==> src/rtl/seq_detect_pkg.sv <==
// seq_detect_pkg: shared controller/detector state types and the 1-0-1 detector next-state function
package seq_detect_pkg;
  typedef enum logic [1:0] {IDLE, BUSY, DONE} ctrl_state_t;
  typedef enum logic [1:0] {A, B, C, D} det_state_t;
  function automatic det_state_t det_next(det_state_t s, logic b);
    return (s == C && b) ? D : b ? B : (s == B || s == D) ? C : A;
  endfunction
endpackage

==> src/rtl/rr_arbiter.sv <==
// rr_arbiter: combinational round-robin pick of the first set req bit at or above ptr, with wrap
//   req: request vector; ptr: search start index; win: one-hot winner; idx: winner index; any: some req set
module rr_arbiter #(
  parameter int N = 4
) (
  input  logic [N-1:0]         req,
  input  logic [$clog2(N)-1:0] ptr,
  output logic [N-1:0]         win,
  output logic [$clog2(N)-1:0] idx,
  output logic                 any
);
  always_comb begin
    idx = '0;
    any = 1'b0;
    for (int k = N - 1; k >= 0; k--) begin
      if (req[(int'(ptr) + k) % N]) begin
        idx = $clog2(N)'((int'(ptr) + k) % N);
        any = 1'b1;
      end
    end
    win = any ? N'(1) << idx : '0;
  end
endmodule

==> src/rtl/seq_detect_sched.sv <==
// seq_detect_sched: one shared overlapping 1-0-1 detector time-shared round-robin among NREQ serial requesters
//   req/bit_data/bit_valid: per-requester request, serial bit and bit qualifier
//   grant: one-hot owner of the detector; done/done_id/aborted/match_count: registered per-frame result
module seq_detect_sched
  import seq_detect_pkg::*;
#(
  parameter int NREQ      = 4,
  parameter int FRAME_LEN = 8,
  parameter int CNT_W     = 4
) (
  input  logic                    clk,
  input  logic                    reset,
  input  logic [NREQ-1:0]         req,
  input  logic [NREQ-1:0]         bit_data,
  input  logic [NREQ-1:0]         bit_valid,
  output logic [NREQ-1:0]         grant,
  output logic                    done,
  output logic [$clog2(NREQ)-1:0] done_id,
  output logic                    aborted,
  output logic [CNT_W-1:0]        match_count
);
  localparam int IW = $clog2(NREQ);
  ctrl_state_t state;
  det_state_t det, det_nx;
  logic [IW-1:0] rr_ptr, g, arb_idx;
  logic [NREQ-1:0] arb_win;
  logic arb_any, acc, ab, last;
  logic [7:0] bit_cnt;
  logic [CNT_W-1:0] cnt, cnt_nx;
  rr_arbiter #(.N(NREQ)) u_arb (
    .req(req),
    .ptr(rr_ptr),
    .win(arb_win),
    .idx(arb_idx),
    .any(arb_any)
  );
  always_comb begin
    ab = !req[g];
    acc = bit_valid[g];
    det_nx = det_next(det, bit_data[g]);
    cnt_nx = (det_nx == D && cnt != '1) ? cnt + 1'b1 : cnt;
    last = bit_cnt == 8'(FRAME_LEN - 1);
  end
  always_ff @(posedge clk) begin
    if (reset) begin
      state <= IDLE;
      grant <= '0;
      done <= 1'b0;
      done_id <= '0;
      aborted <= 1'b0;
      match_count <= '0;
      rr_ptr <= '0;
      g <= '0;
      det <= A;
      bit_cnt <= '0;
      cnt <= '0;
    end else begin
      done <= 1'b0;
      case (state)
        IDLE: if (arb_any) begin
          state <= BUSY;
          grant <= arb_win;
          g <= arb_idx;
          det <= A;
          bit_cnt <= '0;
          cnt <= '0;
        end
        // a dropped request wins over a same-cycle final bit, which is discarded
        BUSY: if (ab) begin
          state <= DONE;
          grant <= '0;
          done <= 1'b1;
          done_id <= g;
          aborted <= 1'b1;
          match_count <= '0;
        end else if (acc) begin
          det <= det_nx;
          bit_cnt <= bit_cnt + 1'b1;
          cnt <= cnt_nx;
          if (last) begin
            state <= DONE;
            grant <= '0;
            done <= 1'b1;
            done_id <= g;
            aborted <= 1'b0;
            match_count <= cnt_nx;
          end
        end
        DONE: begin
          state <= IDLE;
          rr_ptr <= (g == IW'(NREQ - 1)) ? '0 : g + 1'b1;
        end
        default: state <= IDLE;
      endcase
    end
  end
endmodule

==> config.mk <==
export PLATFORM = sky130hd
export DESIGN_NAME = seq_detect_sched
export DESIGN_NICKNAME = d
export VERILOG_FILES = /design/src/rtl/seq_detect_pkg.sv /design/src/rtl/rr_arbiter.sv /design/src/rtl/seq_detect_sched.sv
export SDC_FILE = /design/constraint.sdc
export NUM_CORES = 1
export LEC_CHECK = 0
export ABC_CLOCK_PERIOD_IN_PS = 1700
export BUFFER_PORTS_ARGS = -buffer_cell sky130_fd_sc_hd__buf_4
export CAP_MARGIN = 20
export CORE_MARGIN = 2
export CORE_UTILIZATION = 35
export CTS_BUF_LIST = sky130_fd_sc_hd__clkbuf_16
export CTS_CLUSTER_DIAMETER = 120
export DETAILED_ROUTE_END_ITERATION = 16
export PLACE_DENSITY_LB_ADDON = 0.05
export SYNTH_ARGS = -nofsm -noshare
export SYNTH_HDL_FRONTEND = slang
export SYNTH_SLANG_ARGS = --single-unit
==> constraint.sdc <==
create_clock -name clk -period 1.7 [get_ports clk]
set_input_delay 0.085 -clock clk [delete_from_list [all_inputs] [get_ports clk]]
set_output_delay 0.085 -clock clk [all_outputs]
set_load 0.05 [all_outputs]
==> results.toml <==
[run]
maxCapViolations = 0

[final_layout]
final_cells = 279
drive_above_1_share_pct = 34.4
fin_area_mm2 = 0.00226
nets = 243
multiInputGateArea_um2 = 966
regArea_um2 = 646
post-route-util_pct = 51.5
fillers = 419
area_delta_synth_final_pct = 40.6
insertedDiodeCount = 0

[clock_tree]
cts_root_buffer = "clkbuf_16"
clkSlewWorstSetupHoldPaths_ns = 0.05
worstSkewPairLatency_ns = 0.28
cts_tree = "done"
cts.htree.levels = 2
cts_made_buffers = 5
clock_sinks = 32
cts_buffer_depth = 2

[die]
rows = 24
fp.dieH_um = 71.7
die_area_mm2 = 0.00514
core_area_mm2 = 0.00438
io-pin-count = 26
start_util_pct = 36.6
chipWidth_um = 71.7

[timing]
fmax_mhz = 601
finalCritPeriodShare_pct = 97.9
hold_viol = 0
worstMarginPinSlew_ns = 0.409
max_slew_margin_pct = 72.5
setup_ws_ns = 0.0355
final-max-slew-violation-count = 0
rsz0062_at_grt = "true"
setup_viol = 0
skew_ns = 0.00523
fin_crit_ns = 1.66

[synthesis]
syn_inst = 176
seq_area_frac_synth_pct = 39.9
synth_edf_count = 0
syn_avg_cell_area_um2 = 9.12
netlist.area_leader.share_pct = 39.9
synth_top_flop_cell = "dfxtp_1"
synth_area_leaders = "dfxtp_1 40%, mux4_2 4.2%, nand3_1 3.7%, nor2_1 3.5%, a21oi_1 3.4%"
async_flop_share_pct = 0
synth_seq_cells = 32
synth_cell_type_count = 44
synth_warnings = 0
yosysMostFrequentCell = "dfxtp_1"
yosys.area.top_type = "dfxtp_1"
synth_commonest_cells = "32 x dfxtp_1, 15 x nor2_1, 12 x nand2_1, 12 x nand3_1, 11 x a21oi_1"
syn_area_mm2 = 0.00161
synth_fp_nets = 193

[setup_path]
cp.required_ns = 1.87
worstSetupPathType = "reg2reg"
worstSetupStartpointType = "flop"
r2r-start = "g[0]"
rr_endpoint = "match_count[0]"
arrival_ns = 1.83
cp_max_fo = 6
reg2reg_slack_ns = 0.04
endpoint_kind = "flop"
reg2regPathDepth = 4

[placement]
gp_congestion = 0.747
post-place-ws_ns = -0.0267
placed_cells = 267
dp_hpwl_um = 3220
placed_area_mm2 = 0.00199
port_buffers = 25

[hold_path]
hp-class = "in2reg"
holdPathStages = 2
hp-start = "reset"
whs_endpoint = "state[1]"

[power_and_ir_drop]
p_switching_uw = 538
ir_worst_vdd_v = 0.000610
leakagePower_uw = 0.000873
swShare_pct = 25.1
clkPwrFrac_pct = 46.6
seq_power_share_pct = 37.1
p_comb_share_pct = 16.3
internal_power_uw = 1600
total_power_uw = 2140
p_per_area_mw_per_mm2 = 949

[global_route]
grt_pass1_vias = 1590
antenna_found_initial = 0
gr-total-overflow = 0
grt_use_total_pct = 18.3
grt_pass1_wl_um = 7220
grt_max_degree = 22

[detailed_routing]
drt_drc_violations_left = 0
wirelength_um = 4390
wire_per_inst_um = 15.7
via_per_inst = 5.52
firstDrtPassIters = 4
drtIter0Drc = 53
ant_nets = 0
vias = 1539

[status]
status = "completed"
[layout by cell type (no fill, tap or decap), drive strengths merged, types with 2 or more instances in the layout]
cell type  count
nor3           2
a32o           5
nand2         12
o21ai          3
xnor2          3
or3            3
a21boi         2
o31ai          2
mux4           3
nand4          6
mux2i          5
nand3         13
ha             3
inv            8
and3           8
or4            2
nand3b         2
a21oi         11
dfxtp         32
o32ai          6
xor2           3
buf           51
clkbuf         5
nor2b          7
nor2          15
[metrics by stage]
step	hold slack, ns	TNS, ns
detailed placement	0.431	-0.0418
CTS	0.140	0
floorplan	0.336	0
global route	0.168	-0.0902
global placement	0.423	0
finish	0.151	0
[kinds of logic after synthesis]
| group | after synthesis | share of synthesized area (%) |
|---|---|---|
| AOI/OAI and AO/OA | 37 | 16.9 |
| xor gates and xnor gates | 6 | 3.27 |
| adders and majority gates | 3 | 2.34 |
| buffers and inverters | 15 | 4.60 |
| DFF | 32 | 39.9 |
| muxes | 8 | 7.33 |
| and+or+nand+nor | 75 | 25.6 |
[flip-flops by register name, summed over array words and instances, names as in the netlist]
name         flops
aborted          1
bit_cnt          8
cnt              4
det              2
done             1
done_id          2
g                2
grant            4
match_count      4
rr_ptr           2
state            2
[worst max path at each step]
stage	start	end	slack, ns	cells after the start
floorplan	g[0]	match_count[0]	0.02	5
global placement	bit_cnt[0]	done_id[1]	0.01	7
detailed placement	bit_cnt[0]	done_id[0]	-0.03	7
CTS	g[0]	bit_cnt[6]	0.002	4
global route	g[0]	match_count[0]	-0.04	4
finish	g[0]	match_count[0]	0.04	4
[per-layer routing]
| metal | up-vias | share of wire (%) | GRT usage, % |
|---|---|---|---|
| met5 | - | 0 | 0 |
| met4 | 0 | 2.0 | 7.55 |
| met3 | 8 | 2.7 | 5.20 |
| met2 | 22 | 53 | 32.8 |
| met1 | 752 | 42 | 20.1 |
| li1 | 757 | - | - |
[repair_timing]
item                                    CTS  global route
pin swaps                                 1            11
endpoints found under the setup margin    4            15
buffers inserted                          0             4
resized for setup                         4            11
hold buffers                              0             0
[area by class of cell]
type	count	area share, %
flip-flops and latches	32	28.6
repair buffers	51	17.3
multi-input cells	129	42.8
clock buffers	5	5.54
well taps	52	2.88
clock inverters	3	1.72
inverters	7	1.16
[power groups by stage]
stage	sequential [uW]	clock [uW]	combinational [uW]
floorplan	846	0	168
global placement	810	0	326
detailed placement	811	0	333
CTS	795	1010	336
global route	798	1040	380
finish	794	999	349
[critical path: stages (launching register included)]
cell and delay [ns]:
dfxtp_4 0.38, mux4_2 0.60, and2_4 0.21, and3_4 0.17, a32o_1 0.19
No activity file was read; power rests on OpenSTA's default activity.
